$ cat config.mk
export PLATFORM = sky130hd
export DESIGN_NAME = id_issue_stage_flat
export DESIGN_NICKNAME = d
export VERILOG_FILES = /design/src/rtl/id_issue_stage_if.sv /design/src/rtl/id_issue_stage.sv /design/src/flat_wrapper.sv
export SDC_FILE = /design/constraint.sdc
export NUM_CORES = 2
export LEC_CHECK = 0
export CORE_UTILIZATION = 60
export CTS_CLUSTER_DIAMETER = 200
export DETAILED_ROUTE_END_ITERATION = 10
export PLACE_DENSITY = 0.84
export SLEW_MARGIN = 25
export SYNTH_ARGS = -nofsm -noshare
export SYNTH_HDL_FRONTEND = slang
export SYNTH_SLANG_ARGS = --single-unit
$ cat constraint.sdc
create_clock -name clk -period 6.7 [get_ports clk]
set_input_delay 1.675 -clock clk [delete_from_list [all_inputs] [get_ports clk]]
set_output_delay 1.675 -clock clk [all_outputs]
set_load 0.005 [all_outputs]
$ cat src/rtl/id_issue_stage_if.sv
// Handshake, operand-bundle and writeback signals between the issue stage and its neighbours.
// The slave modport is the issue stage; master is the fetch/execute/writeback side.
interface id_issue_stage_if;
    logic        in_valid;
    logic        in_ready;
    logic [31:0] instr;
    logic        out_valid;
    logic        out_ready;
    logic [31:0] src1;
    logic [31:0] src2;
    logic [31:0] imm_val_r;
    logic [5:0]  alu_control;
    logic [4:0]  rd;
    logic        rd_we;
    logic        illegal;
    logic        wb_valid;
    logic [4:0]  wb_rd;
    logic [31:0] wb_data;

    modport master (
        output in_valid, instr, out_ready, wb_valid, wb_rd, wb_data,
        input  in_ready, out_valid, src1, src2, imm_val_r, alu_control, rd, rd_we, illegal
    );

    modport slave (
        input  in_valid, instr, out_ready, wb_valid, wb_rd, wb_data,
        output in_ready, out_valid, src1, src2, imm_val_r, alu_control, rd, rd_we, illegal
    );
endinterface

$ cat src/rtl/id_issue_stage.sv
// RV32I ALU decode/issue stage: register file with writeback bypass, RAW/WAW scoreboard,
// and a one-deep registered operand bundle for the execute ALU.
module id_issue_stage #(
    parameter logic [5:0] ILLEGAL_CODE = 6'b000000
) (
    input  logic              clk,
    input  logic              rst,
    id_issue_stage_if.slave   bus
);
    logic [6:0]  opcode;
    logic [4:0]  rd_f, rs1, rs2;
    logic [2:0]  f3;
    logic [6:0]  f7;
    logic        is_r, legal;
    logic [5:0]  ctrl;
    logic [31:0] imm;

    logic [31:0] regs [32];
    logic [31:0] pending, pending_nxt;
    logic [31:0] rs1_val, rs2_val;
    logic        haz_rs1, haz_rs2, haz_rd, hazard, accept;

    logic        out_valid_q, rd_we_q, illegal_q;
    logic [31:0] src1_q, src2_q, imm_q;
    logic [5:0]  ctrl_q;
    logic [4:0]  rd_q;

    assign opcode = bus.instr[6:0];
    assign rd_f   = bus.instr[11:7];
    assign f3     = bus.instr[14:12];
    assign rs1    = bus.instr[19:15];
    assign rs2    = bus.instr[24:20];
    assign f7     = bus.instr[31:25];
    assign is_r   = (opcode == 7'b0110011);

    always_comb begin
        legal = 1'b0;
        ctrl  = ILLEGAL_CODE;
        imm   = '0;
        if (is_r) begin
            legal = 1'b1;
            case ({f7, f3})
                {7'b0000000, 3'b000}: ctrl = 6'b000001;
                {7'b0100000, 3'b000}: ctrl = 6'b000010;
                {7'b0000000, 3'b001}: ctrl = 6'b000011;
                {7'b0000000, 3'b010}: ctrl = 6'b000100;
                {7'b0000000, 3'b011}: ctrl = 6'b000101;
                {7'b0000000, 3'b100}: ctrl = 6'b000110;
                {7'b0000000, 3'b101}: ctrl = 6'b000111;
                {7'b0100000, 3'b101}: ctrl = 6'b001000;
                {7'b0000000, 3'b110}: ctrl = 6'b001001;
                {7'b0000000, 3'b111}: ctrl = 6'b001010;
                default:              legal = 1'b0;
            endcase
        end else if (opcode == 7'b0010011) begin
            legal = 1'b1;
            imm   = {{20{bus.instr[31]}}, bus.instr[31:20]};
            case (f3)
                3'b000: ctrl = 6'b001011;
                3'b010: ctrl = 6'b001101;
                3'b011: ctrl = 6'b000101;
                3'b100: ctrl = 6'b001111;
                3'b110: ctrl = 6'b001001;
                3'b111: ctrl = 6'b001110;
                3'b001: begin
                    imm = {27'd0, bus.instr[24:20]};
                    if (f7 == 7'b0000000) ctrl = 6'b001100;
                    else                  legal = 1'b0;
                end
                default: begin
                    imm = {27'd0, bus.instr[24:20]};
                    if (f7 == 7'b0000000)      ctrl = 6'b010000;
                    else if (f7 == 7'b0100000) ctrl = 6'b001000;
                    else                       legal = 1'b0;
                end
            endcase
        end
        if (!legal) begin
            ctrl = ILLEGAL_CODE;
            imm  = '0;
        end
    end

    // Read ports with writeback bypass; x0 is hard-wired to zero.
    always_comb begin
        rs1_val = regs[rs1];
        if (rs1 == 5'd0)                               rs1_val = '0;
        else if (bus.wb_valid && bus.wb_rd == rs1)     rs1_val = bus.wb_data;
    end

    always_comb begin
        rs2_val = regs[rs2];
        if (rs2 == 5'd0)                               rs2_val = '0;
        else if (bus.wb_valid && bus.wb_rd == rs2)     rs2_val = bus.wb_data;
    end

    // A pending register being written back this cycle is no longer a hazard.
    assign haz_rs1 = (rs1 != 5'd0) && pending[rs1]  && !(bus.wb_valid && bus.wb_rd == rs1);
    assign haz_rs2 = (rs2 != 5'd0) && pending[rs2]  && !(bus.wb_valid && bus.wb_rd == rs2);
    assign haz_rd  = (rd_f != 5'd0) && pending[rd_f] && !(bus.wb_valid && bus.wb_rd == rd_f);
    assign hazard  = haz_rs1 || (is_r && haz_rs2) || (legal && haz_rd);

    assign bus.in_ready = !rst && (!out_valid_q || bus.out_ready) && !hazard;
    assign accept       = bus.in_valid && bus.in_ready;

    // Set is applied after clear so a same-register set wins.
    always_comb begin
        pending_nxt = pending;
        if (bus.wb_valid)                       pending_nxt[bus.wb_rd] = 1'b0;
        if (accept && legal && rd_f != 5'd0)    pending_nxt[rd_f]      = 1'b1;
        pending_nxt[0] = 1'b0;
    end

    always_ff @(posedge clk) begin
        if (rst) pending <= '0;
        else     pending <= pending_nxt;
    end

    always_ff @(posedge clk) begin
        if (rst) begin
            for (int unsigned i = 0; i < 32; i++) regs[i] <= '0;
        end else if (bus.wb_valid && bus.wb_rd != 5'd0) begin
            regs[bus.wb_rd] <= bus.wb_data;
        end
    end

    always_ff @(posedge clk) begin
        if (rst) begin
            out_valid_q <= 1'b0;
            src1_q      <= '0;
            src2_q      <= '0;
            imm_q       <= '0;
            ctrl_q      <= '0;
            rd_q        <= '0;
            rd_we_q     <= 1'b0;
            illegal_q   <= 1'b0;
        end else if (accept) begin
            out_valid_q <= 1'b1;
            src1_q      <= legal ? rs1_val : '0;
            src2_q      <= !legal ? '0 : (is_r ? rs2_val : imm);
            imm_q       <= imm;
            ctrl_q      <= ctrl;
            rd_q        <= rd_f;
            rd_we_q     <= legal;
            illegal_q   <= !legal;
        end else if (bus.out_ready) begin
            out_valid_q <= 1'b0;
        end
    end

    assign bus.out_valid   = out_valid_q;
    assign bus.src1        = src1_q;
    assign bus.src2        = src2_q;
    assign bus.imm_val_r   = imm_q;
    assign bus.alu_control = ctrl_q;
    assign bus.rd          = rd_q;
    assign bus.rd_we       = rd_we_q;
    assign bus.illegal     = illegal_q;
endmodule

$ cat src/flat_wrapper.sv
// flat-port wrapper written by rule: the top's interface ports become plain ports
module id_issue_stage_flat 
#(
    parameter logic [5:0] ILLEGAL_CODE = 6'b000000
)
  (clk, rst, bus_in_valid, bus_instr, bus_out_ready, bus_wb_valid, bus_wb_rd, bus_wb_data, bus_in_ready, bus_out_valid, bus_src1, bus_src2, bus_imm_val_r, bus_alu_control, bus_rd, bus_rd_we, bus_illegal);
  id_issue_stage_if bus_i ();
  input  logic clk;
  input  logic rst;
  input wire logic [$bits(bus_i.in_valid)-1:0] bus_in_valid;
  input wire logic [$bits(bus_i.instr)-1:0] bus_instr;
  input wire logic [$bits(bus_i.out_ready)-1:0] bus_out_ready;
  input wire logic [$bits(bus_i.wb_valid)-1:0] bus_wb_valid;
  input wire logic [$bits(bus_i.wb_rd)-1:0] bus_wb_rd;
  input wire logic [$bits(bus_i.wb_data)-1:0] bus_wb_data;
  output wire logic [$bits(bus_i.in_ready)-1:0] bus_in_ready;
  output wire logic [$bits(bus_i.out_valid)-1:0] bus_out_valid;
  output wire logic [$bits(bus_i.src1)-1:0] bus_src1;
  output wire logic [$bits(bus_i.src2)-1:0] bus_src2;
  output wire logic [$bits(bus_i.imm_val_r)-1:0] bus_imm_val_r;
  output wire logic [$bits(bus_i.alu_control)-1:0] bus_alu_control;
  output wire logic [$bits(bus_i.rd)-1:0] bus_rd;
  output wire logic [$bits(bus_i.rd_we)-1:0] bus_rd_we;
  output wire logic [$bits(bus_i.illegal)-1:0] bus_illegal;
  assign bus_i.in_valid = bus_in_valid;
  assign bus_i.instr = bus_instr;
  assign bus_i.out_ready = bus_out_ready;
  assign bus_i.wb_valid = bus_wb_valid;
  assign bus_i.wb_rd = bus_wb_rd;
  assign bus_i.wb_data = bus_wb_data;
  assign bus_in_ready = bus_i.in_ready;
  assign bus_out_valid = bus_i.out_valid;
  assign bus_src1 = bus_i.src1;
  assign bus_src2 = bus_i.src2;
  assign bus_imm_val_r = bus_i.imm_val_r;
  assign bus_alu_control = bus_i.alu_control;
  assign bus_rd = bus_i.rd;
  assign bus_rd_we = bus_i.rd_we;
  assign bus_illegal = bus_i.illegal;
  id_issue_stage #(.ILLEGAL_CODE(ILLEGAL_CODE)) u_core (.clk(clk), .rst(rst), .bus(bus_i));
endmodule
==> impl_metrics.ini <==
[routing]
vias = 41519
route.final.wire_length_um = 202000
drtIter0Drc = 8124
ant_nets = 0
firstDrtPassIters = 8
detail_route.vias_per_cell = 7.60
drt_drc_violations_left = 0
detail_route.wl_per_cell_um = 37.0

[critical_path]
criticalPathCategory = in -> out
critical_path.slowest_cell = or4_1
critical_path.startpoint = bus_instr[24]
timing.critical_path.slowest_cell_delay_ns = 0.54
arrival_ns = 4.56
worstSetupStartpointType = primary input
worstPathRequired_ns = 5.03
timing.critical_path.buf_inv = 2
cp_cell_sequence = clkdlybuf4s50_1 -> or4_1 -> o2111ai_1 -> o21bai_2 -> a311oi_1 -> a31oi_4 -> o31a_1 -> clkdlybuf4s50_1
crit-reg2reg-launch = u_core.pending[9]
worst-r2r-setup-slack_ns = 3.60
cp_common_cell = clkdlybuf4s50_1
critPathCaptureType = output port
r2r.worst_path.cells = 8
worst-path-max-fanout = 8
worst_r2r_endpoint = u_core.bus.src2[28]
path_delay_family = compound AO/OA/AOI/OAI gates

[timing]
fin_crit_ns = 6.24
final.setup.tns_ns = 0
fin_worst_skew_ns = 0.0335
min_period_over_period = 0.931
fmax_mhz = 160
hold_viol_final = 0
rsz0062_at_grt = no
setup_violations = 0
timing_max_transition_violations_final = 0
worst_slew_pin_slew_ns = 1.20
slew-limit-headroom = 0.200

[clock_network]
cts_tree = built
worst_skew_pair_later_pin_latency_ns = 0.73
ctsRootBufferMaster = clkbuf_16
clk_transition_reported_paths_ns = 0.06
cts_htree_levels = 3
cts-resized-gates = 0
post-cts-setup-buffer-count = 0
clock_path_buffers = 3
cts_sinks = 1144
cts_hold_repair.buffers = 0
cts_made_buffers = 114

[finish]
final_core_util = 0.677
layout-drive-gt1-share = 0.251
layout.cells.non_filler = 5463
syn2layout_area_growth_pct = 11.9
design.final.nets = 4122

[synthesis]
synth_area_leader_cell = edfxtp_1
yosys_register_bits = 1144
yosys.area.top_type_share = 0.508
synthArstFlopShare = 0
synth.cell_area_sq_um = 60500
postSynthAreaPerCell_sq_um = 15.0
yosys.cell_types.count = 75
synth-seq-area-share = 0.548
synthesis.instances = 4026
synthFlopType = edfxtp_1
yosys-top-cells-area = edfxtp_1, mux4_2, and2_1
number_of_enable_type_register_cells_in_the_synthesized_netlist = 1024
synth.yosys.warnings = 0

[placement]
place.port_buffers = 183
numPlacedInstances = 5230
finalWeightedCongestion = 0.914
dp_hpwl_um = 115000

[power]
leakage_nw = 23.0
pwr_density_cell_nw_per_um2 = 246
ir_drop_v = 0.000244

[grt]
pin_count_of_the_biggest_net_entering_global_routing = 123
antenna_violations_before_repair = 18
globalRoute.totalOverflow = 0
global_route_wire_length_before_repair_um = 287000
grt_usage = 0.397
first_global_vias = 41017

[die]
dieWidth_um = 320
die_height_um = 320
floorplan_die_area_sq_um = 102000
core_sq_um = 100000
number_of_cell_rows = 116
initial_core_util = 0.605
ioPinCount = 185

[hold_path]
hold_path.class = reg -> reg
cell_count_of_the_worst_hold_path = 2
hold_start = u_core.bus.alu_control[4]
whs_endpoint = u_core.bus.alu_control[4]

[run]
cap_viol_max_count = 0

[run_status]
status = complete, no violations
==> routing by layer <==
metal | vias up | global-route usage | share of wire
met5 | - | 0 | 0.0013
met4 | 18 | 0.247 | 0.075
met3 | 1035 | 0.173 | 0.18
met2 | 4447 | 0.573 | 0.44
met1 | 20440 | 0.494 | 0.31
li1 | 15579 | - | -
==> sequential cells by signal, indices dropped and copies added, names as in the netlist <==
register / cells
u_core.regs: 1024
u_core.bus.alu_control: 5
u_core.bus.imm_val_r: 12
u_core.bus.src2: 32
u_core.bus.illegal: 1
u_core.bus.rd_we: 1
u_core.bus.rd: 5
u_core.bus.src1: 32
u_core.pending: 31
u_core.bus.out_valid: 1
==> cell usage after synthesis, drive strengths merged (13+ instances only) <==
cell type and number:
o22ai 18, o21ai 52, a22oi 14, clkbuf 325
and3 19, and2 999, nand3b 13, mux4 593
buf 136, inv 28, o221ai 13, o2bb2ai 69
nor2 90, nor2b 27, edfxtp 1024, nand2 58
a221oi 27, mux2i 126, nand3 18, mux2 21
o31ai 30, a21oi 56, dfxtp 120, o211ai 28
==> where the power goes <==
| part | switching [mW] | leakage (nW) | internal [mW] |
|---|---|---|---|
| Clock | 2.82 | 1.80 | 3.57 |
| Combinational | 1.11 | 10.5 | 0.851 |
| Sequential | 0.197 | 10.7 | 8.12 |
| Total | 4.13 | 23.0 | 12.6 |
==> metrics by stage <==
step / hold slack [ns] / instance area, sq um / power (mW) / setup WS, ns
after global placement: 0.440 / 64000 / 10.3 / 0.544
after global routing: 0.482 / 67700 / 17.0 / 0.334
after floorplan: 0.449 / 60600 / 9.64 / 1.01
final: 0.463 / 67700 / 16.7 / 0.461
after detailed placement: 0.445 / 64000 / 10.3 / 0.484
after CTS: 0.463 / 67700 / 16.6 / 0.481
==> logic make-up after synthesis <==
| kind of cell | count (synthesis) | share of synthesized area |
|---|---|---|
| AND/OR/NAND/NOR | 1265 | 0.125 |
| flip-flops | 1144 | 0.548 |
| multiplexers | 740 | 0.245 |
| buffers and inverters | 489 | 0.0342 |
| AO/OA/AOI/OAI | 373 | 0.0454 |
| XOR/XNOR | 14 | 0.00203 |
| other | 1 | 0.0000620 |
==> worst reg2reg max path, cell delays in order, from the launching register on <==
cell and delay, ns:
dfxtp_1 0.47, mux4_2 0.29, mux2_2 0.14, a221oi_1 0.07, a311oi_1 0.52, a31oi_4 0.16, o211ai_4 0.12, buf_4 0.86
o2bb2ai_1 0.30
==> worst max-delay path by stage <==
stage	endpoint	slack, ns	depth (start not counted)
3_3_place_gp	bus_in_ready	0.54	8
5_1_grt	bus_in_ready	0.33	8
2_1_floorplan	u_core.pending[4]	1.01	5
6_report	bus_in_ready	0.46	8
4_1_cts	bus_in_ready	0.48	8
3_5_place_dp	bus_in_ready	0.48	8
==> cell type report <==
| class | count | area, sq um |
|---|---|---|
| diodes | 19 | 47.5 |
| clock buffers | 168 | 3270 |
| clock inverters | 46 | 404 |
| fillers | 6248 | 32300 |
| inverters | 28 | 113 |
| multi-input cells | 2425 | 26000 |
| flip-flops and latches | 1144 | 33200 |
| well taps | 1298 | 1620 |
| repair buffers | 335 | 3070 |
==> cell usage in the layout (no fill, tap or decap), drive strengths merged, types with 19 or more instances in the layout <==
master	n
nor2	90
mux4	593
edfxtp	1024
o31ai	30
diode	19
and2	999
o2bb2ai	69
clkbuf	168
clkdlybuf4s50	163
o21ai	52
nand2	58
conb	33
and3	19
inv	33
nor2b	27
clkinv	30
dfxtp	120
a21oi	56
buf	172
mux2	21
o211ai	28
mux2i	126
a221oi	27
Note: power is estimated with default switching activity, not from simulation.
